`src/rtl/if_fetch_unit.sv`:
```
// Instruction fetch stage: writable instruction memory, PC and IDLE/RUN/HALT sequencer
// streaming words to decode. Define IF_FETCH_TRACE_EN to get a simulation trace of fetches.
module if_fetch_unit #(
  parameter int INST_CAP = 32,
  parameter int INST_LEN = 17,
  parameter int PC_W     = $clog2(INST_CAP) + 1
) (
  input  logic                clk,
  input  logic                rstn,
  input  logic                start,
  input  logic                stall,
  input  logic                redirect,
  input  logic [PC_W-1:0]     redirect_pc,
  input  logic                wr_en,
  input  logic [PC_W-1:0]     wr_addr,
  input  logic [INST_LEN-1:0] wr_data,
  output logic [INST_LEN-1:0] inst,
  output logic [PC_W-1:0]     inst_pc,
  output logic                inst_valid,
  output logic                halted
);

  localparam int              ADDR_W = (INST_CAP > 1) ? $clog2(INST_CAP) : 1;
  localparam logic [PC_W-1:0] CAP_PC = PC_W'(INST_CAP);

  typedef enum logic [1:0] {
    ST_IDLE = 2'd0,
    ST_RUN  = 2'd1,
    ST_HALT = 2'd2
  } state_e;

  state_e              state_q, state_d;
  logic [PC_W-1:0]     pc_q, pc_d;
  logic [PC_W-1:0]     inst_pc_q, inst_pc_d;
  logic [INST_LEN-1:0] inst_q, inst_d;
  logic                inst_valid_q, inst_valid_d;
  logic                halted_q, halted_d;
  logic [INST_LEN-1:0] mem_q [INST_CAP];
  logic [INST_LEN-1:0] mem_rdata_s;

  // Read is gated by the range check so an out-of-range PC never indexes the array.
  assign mem_rdata_s = (pc_q < CAP_PC) ? mem_q[pc_q[ADDR_W-1:0]] : '0;

  // Loader write port; no reset so contents survive rstn. Non-blocking gives read-before-write.
  always_ff @(posedge clk) begin
    if (wr_en && (wr_addr < CAP_PC)) begin
      mem_q[wr_addr[ADDR_W-1:0]] <= wr_data;
    end
  end

  // Sequencer next-state and fetch datapath.
  always_comb begin
    state_d      = state_q;
    pc_d         = pc_q;
    inst_d       = inst_q;
    inst_pc_d    = inst_pc_q;
    inst_valid_d = inst_valid_q;
    halted_d     = halted_q;
    case (state_q)
      ST_IDLE: begin
        inst_valid_d = 1'b0;
        if (start) begin
          state_d = ST_RUN;
          pc_d    = '0;
        end else begin
          state_d = ST_IDLE;
        end
      end
      ST_RUN: begin
        if (redirect) begin
          pc_d         = redirect_pc;
          inst_valid_d = 1'b0;
          if (redirect_pc >= CAP_PC) begin
            state_d  = ST_HALT;
            halted_d = 1'b1;
          end else begin
            state_d  = ST_RUN;
          end
        end else if (stall) begin
          state_d = ST_RUN;
        end else if (pc_q < CAP_PC) begin
          inst_d       = mem_rdata_s;
          inst_pc_d    = pc_q;
          inst_valid_d = 1'b1;
          pc_d         = pc_q + PC_W'(1'b1);
        end else begin
          // PC never wraps: running off the end of memory always halts.
          inst_valid_d = 1'b0;
          halted_d     = 1'b1;
          state_d      = ST_HALT;
        end
      end
      ST_HALT: begin
        inst_valid_d = 1'b0;
        halted_d     = 1'b1;
        if (start) begin
          state_d  = ST_RUN;
          pc_d     = '0;
          halted_d = 1'b0;
        end else begin
          state_d  = ST_HALT;
        end
      end
      default: begin
        state_d      = ST_IDLE;
        inst_valid_d = 1'b0;
      end
    endcase
  end

  // State and output registers.
  always_ff @(posedge clk or negedge rstn) begin
    if (!rstn) begin
      state_q      <= ST_IDLE;
      pc_q         <= '0;
      inst_q       <= '0;
      inst_pc_q    <= '0;
      inst_valid_q <= 1'b0;
      halted_q     <= 1'b0;
    end else begin
      state_q      <= state_d;
      pc_q         <= pc_d;
      inst_q       <= inst_d;
      inst_pc_q    <= inst_pc_d;
      inst_valid_q <= inst_valid_d;
      halted_q     <= halted_d;
    end
  end

  assign inst       = inst_q;
  assign inst_pc    = inst_pc_q;
  assign inst_valid = inst_valid_q;
  assign halted     = halted_q;

`ifdef IF_FETCH_TRACE_EN
  logic trace_fetch_s;
  logic trace_redirect_s;
  logic trace_halt_s;

  assign trace_fetch_s    = (state_q == ST_RUN) && !redirect && !stall && (pc_q < CAP_PC);
  assign trace_redirect_s = (state_q == ST_RUN) && redirect;
  assign trace_halt_s     = (state_q != ST_HALT) && (state_d == ST_HALT);

  // Trace printed at the edge that commits each event.
  always_ff @(posedge clk) begin
    if (rstn) begin
      if (trace_fetch_s) begin
        $display("%0t [IF] pc=%0d inst=%b", $time, pc_q, mem_rdata_s);
      end
      if (trace_redirect_s) begin
        $display("%0t [IF] redirect pc=%0d -> %0d", $time, pc_q, redirect_pc);
      end
      if (trace_halt_s) begin
        $display("%0t [IF] halt at pc=%0d", $time, pc_q);
      end
    end
  end
`endif

endmodule

```
`config.mk`:
```
export PLATFORM = sky130hd
export DESIGN_NAME = if_fetch_unit
export DESIGN_NICKNAME = d
export VERILOG_FILES = /design/src/rtl/if_fetch_unit.sv
export SDC_FILE = /design/constraint.sdc
export NUM_CORES = 1
export LEC_CHECK = 0
export ABC_CLOCK_PERIOD_IN_PS = 2700
export BUFFER_PORTS_ARGS = -buffer_cell sky130_fd_sc_hd__buf_4
export CAP_MARGIN = 25
export CORE_ASPECT_RATIO = 1.2
export CORE_UTILIZATION = 67
export DETAILED_ROUTE_END_ITERATION = 10
export HOLD_SLACK_MARGIN = 0.08
export PLACE_DENSITY = 0.83
export REMOVE_ABC_BUFFERS = 1
export SYNTH_ARGS = -nofsm -noshare
export SYNTH_HDL_FRONTEND = slang
export SYNTH_SLANG_ARGS = --single-unit
export TNS_END_PERCENT = 30
```
`constraint.sdc`:
```
create_clock -name clk -period 2.7 [get_ports clk]
set_input_delay 0.135 -clock clk [delete_from_list [all_inputs] [get_ports clk]]
set_output_delay 0.135 -clock clk [all_outputs]
set_load 0.1 [all_outputs]
```
### After elaboration in Yosys (flattened, before gate mapping)

Memory sizes are Yosys's and may differ from the RTL's. A register that Yosys moved wholly into a read port is not among the register bits.
Cells that the tools add are included.

| storage, ports and cells | value |
|---|---|
| bits of input ports | 35 |
| memories kept | 1 |
| memory bits (writable) | 544 |
| output and inout port bits | 25 |
| flip-flop bits (word level) | 16 |

Memory list:

| name | depth | width | read ports | clocked after Yosys merged registers in | write ports | line | text |
|---|---|---|---|---|---|---|---|
| mem_q | 32 | 17 | 1 | 1 | 1 | 38 | `logic [INST_LEN-1:0] mem_q [INST_CAP];` |

| cells by class | value |
|---|---|
| mux-type cells | 24 |
| add/sub/neg operators | 1 |
| equality and inequality tests | 8 |
| reduce and logical (&&, ||, !) cells | 9 |
| $lt $le $gt $ge | 3 |
| bitwise gates (word level) | 2 |

Operator list:

| operator | count |
|---|---|
| $mux W6 | 4 |
| $lt A6 B6 Y1 const B | 2 |
| $mux W1 | 12 |
| $ne A3 B3 Y1 const B | 4 |
| $pmux W6 S2 | 1 |
| $reduce_and A4 Y1 | 3 |
| $mux W2 | 5 |
| $add A6 B1 Y6 const B | 1 |
| $ge A6 B6 Y1 const B | 1 |
| $pmux W2 S3 | 1 |
| $ne A4 B4 Y1 const B | 1 |
| $reduce_bool A2 Y1 | 2 |
| $eq A2 B1 Y1 const B | 1 |
| $eq A2 B2 Y1 const B | 1 |
| $logic_not A2 Y1 | 1 |
| $ne A2 B1 Y1 const B | 1 |
| $not A1 Y1 | 2 |
| $pmux W1 S2 | 1 |
| $reduce_or A2 Y1 | 1 |
| $logic_and A1 B1 Y1 | 1 |
| $logic_not A1 Y1 | 1 |

### Longest topological paths before layout

| depth | value |
|---|---|
| word-level depth | 5 |
| depth in mapped cells | 7 |

### Worst setup path after synthesis

Ideal clock, no wire load.

| path | value |
|---|---|
| kind | input port to flip-flop |
| from | input wr_addr[5] |
| to | memory mem_q[14][0] (enable) |
| stages | 4 |
| buffers on the path | 1 |
| data arrival time | 1.652 ns |
| slack | 0.658 ns |
| required time | 2.310 ns |
| cells stage by stage | nand2b_1 -> or3b_2 -> clkbuf_1 -> nor2_1 |

| on the way | value |
|---|---|
| longest elaborated chain between the ends | 4 |

Ends and longest elaborated chain:

| element | line | text |
|---|---|---|
| from (decl) | 15 | `input logic [PC_W-1:0] wr_addr,` |
| $lt A6 B6 Y1 | 46 | `if (wr_en && (wr_addr < CAP_PC)) begin` |
| $logic_and A1 B1 Y1 | 46 |  |
| $mux W1 | 46 |  |
| $mux W1 (not written as such) | 47 | `mem_q[wr_addr[ADDR_W-1:0]] <= wr_data;` |
| to (decl) | 38 |  |

Every way passes these cells.

### Worst setup path after layout

| path | value |
|---|---|
| from | register pc_q[1] |
| to | register inst_q[8] (netlist: inst[8]), read port of mem_q |

| on the way | value |
|---|---|
| longest elaborated chain between the ends | 2 |

Ends and longest elaborated chain:

| element | line | text |
|---|---|---|
| from (decl) | 33 | `logic [PC_W-1:0] pc_q, pc_d;` |
| from (signal assigned) | 122 | `pc_q <= pc_d;` |
| $lt A6 B6 Y1 | 81 | `end else if (pc_q < CAP_PC) begin` |
| $reduce_and A4 Y1 (no line) | n/a |  |
| to (decl) | 35 | `logic [INST_LEN-1:0] inst_q, inst_d;` |

Several ways; a longest one is shown, not always the timed one.
A chain may end at the register's enable or synchronous reset.

==> flow_summary.json <==
{
  "drive_gt1_share_pct": 27.0,
  "grt_pass1_vias": 12600,
  "setup_viol": 0,
  "syn_area_sq_um": 22400,
  "use_met3_pct": 7.11,
  "dp_hpwl_um": 31200,
  "syn_inst": 1112,
  "leakage_nw": 8.40,
  "antenna_found_initial": 1,
  "period_share_pct": 92.2,
  "routed_wl_um": 58400,
  "yosys_most_used_dff": "edfxtp_1",
  "powerDensity_nw_per_um2": 952,
  "grt_pass1_wl_um": 84500,
  "cts_buffer_depth": 3,
  "avgViaCountPerCell": 6.93,
  "reg2reg_slack_ps": 210,
  "h-tree-depth": 2,
  "yosys_warnings": 0,
  "fill_cells": 1593,
  "relSlewSlack_pct": 56.7,
  "synth_top_area_cell": "edfxtp_1",
  "port_buffers": 59,
  "place.gp.congestion": 0.890,
  "peakVddDrop_uv": 550,
  "clk_latency_ps": 580,
  "synth.area.top_cells": "edfxtp_1 73%, mux4_2 10%, mux2i_1 3.8%, dfrtp_1 3.7%, a211oi_1 1.1%",
  "finClkSkew_ps": 29.0,
  "worst_pin_slew_ps": 645,
  "ys_types": 43,
  "wire_per_inst_um": 33.0,
  "core_sq_um": 33100,
  "numCtsBuffers": 50,
  "grt_overflow": 0,
  "die_x_um": 169,
  "hold_viol": 0,
  "busiest_layer": "met2",
  "synth.top_cells.by_count": "544 x edfxtp_1, 102 x mux4_2, 86 x mux2i_1, 44 x nand2_1, 41 x nor2_1",
  "drv_cap": 0,
  "ant_nets": 0,
  "crit_arrival_ps": 2930,
  "cp_max_fo": 34,
  "die_y_um": 202,
  "post_cts_buffers": 0,
  "clk_transition_reported_paths_ps": 70,
  "crit_type": "register to register",
  "drt_first_iter_violations": 2039,
  "die_area_sq_um": 34200,
  "cts_sinks": 577,
  "synthToLayoutAreaGrowth_pct": 15.4,
  "vias": 12300,
  "end_kind": "register",
  "num-nets-final": 1317,
  "synth.top_cell.area_share_pct": 72.8,
  "yosysSeqAreaShare_pct": 76.5,
  "grt_max_degree": 35,
  "rsz0062_at_grt": "no",
  "status": "finished clean",
  "hold_path.class": "primary input to async pin",
  "synth_edf_count": 544,
  "drc_errors": 0,
  "tritoncts": "done",
  "max_freq_mhz": 402,
  "track_usage_pct": 35.4,
  "worstPathRequired_ps": 3140,
  "grt_use_met1_pct": 45.6,
  "use_met2_pct": 58.7,
  "synthArstFlopShare_pct": 5.72,
  "num_rows": 73,
  "fin_util_pct": 78.3,
  "finalCriticalPeriod_ps": 2490,
  "ys_seq_elements": 577,
  "drv_slew": 0,
  "cp-start-kind": "register",
  "diodes": 0,
  "io_pins": 60,
  "avgSynthCellArea_sq_um": 20.2,
  "initial_core_util_pct": 67.8,
  "synth.most_common_cell": "edfxtp_1",
  "firstDrtPassIters": 6,
  "cts_root_buffer": "clkbuf_16",
  "total_power_mw": 24.6
}
worst max-delay path: stages (launching register included):
cell and delay, ps:
dfrtp_4 790, and2_1 590, buf_4 260, a21oi_1 80, a31oi_1 420, a211oi_1 170
per-stage QoR:
| stage | std cells | hold WS (ps) | setup TNS (ps) | area [sq um] | setup slack [ps] |
|---|---|---|---|---|---|
| finish | 1770 | 100 | 0 | 25900 | 211 |
| global route | 1770 | 112 | 0 | 25900 | 178 |
| CTS | 1770 | 80.8 | 0 | 25900 | 232 |
| detailed placement | 1647 | 152 | 0 | 23900 | 310 |
| global placement | 1647 | 134 | 0 | 23900 | 383 |
| floorplan | 1053 | -161 | -110930 | 22100 | -4800 |
kinds of logic after synthesis:
kind of cell	after synthesis	share of synthesized area [%]
mux	210	15.2
fa+ha+maj	1	0.0558
flops	577	76.5
compound gates	126	3.89
simple gates	135	2.93
buf+inv	63	1.41
cell usage in the layout, fill, tap and decap left out, types with 4 or more instances in the layout:
cell type	instances
bufinv_16	8
nor3_1	5
mux2i_1	86
o21ai_0	5
a211oi_1	34
clkinv_2	9
nor2b_1	21
clkbuf_1	9
buf_4	137
clkinv_1	7
a21oi_1	25
dfrtp_1	30
o2bb2ai_1	17
mux4_2	102
nor2_1	39
a22oi_1	19
buf_12	7
mux2_2	22
dlygate4sd3_1	32
nand2_1	44
edfxtp_1	544
a31oi_1	17
nand3_1	4
clkbuf_16	51
worst paths after layout:
check                      startpoint            end  cells after the start
max                           pc_q[1]        inst[8]                      5
min                              rstn     inst_pc[3]                      2
max reg2reg                   pc_q[1]        inst[8]                      5
min reg2reg                inst_pc[1]     inst_pc[1]                      1
max in group asynchronous        rstn        pc_q[0]                      2
min in group clk           wr_addr[2]  mem_q[14][16]                      3
where the power goes:
| part | switching (mW) | total [mW] | internal, mW |
|---|---|---|---|
| registers | 0.464 | 10.5 | 10.1 |
| logic | 4.15 | 6.67 | 2.52 |
| clock network | 3.17 | 7.44 | 4.26 |
| total | 7.78 | 24.6 | 16.9 |
timing repair:
| item | 4_1_cts | 5_1_grt |
|---|---|---|
| hold buffers | 32 | 0 |
| endpoints found under the setup margin | 0 | 0 |
| hold endpoints to repair | 588 | 0 |
| gates resized for setup | 0 | 0 |
sequential cells by signal (all words and copies together), names as in the netlist:
signal      cells
mem_q         544
inst           17
inst_pc         6
pc_q            6
state_q         2
halted          1
inst_valid      1
area by class of cell:
| cell class | instances | area (sq um) | area share, % |
|---|---|---|---|
| timing repair buffer | 176 | 1490 | 5.75 |
| multi-input combinational | 472 | 4950 | 19.1 |
| inverter | 4 | 15.0 | 0.0580 |
| sequential | 577 | 17200 | 66.4 |
| tap | 450 | 563 | 2.18 |
| clock inverter | 30 | 360 | 1.39 |
| clock buffer | 61 | 1320 | 5.12 |
metal layers:
| metal | routed length [um] | vias to the layer above |
|---|---|---|
| met5 | 0 | - |
| met4 | 3140 | 0 |
| met3 | 6590 | 193 |
| met2 | 29200 | 959 |
| met1 | 19500 | 6229 |
| li1 | - | 4892 |
No activity file was read; power rests on OpenSTA's default activity.
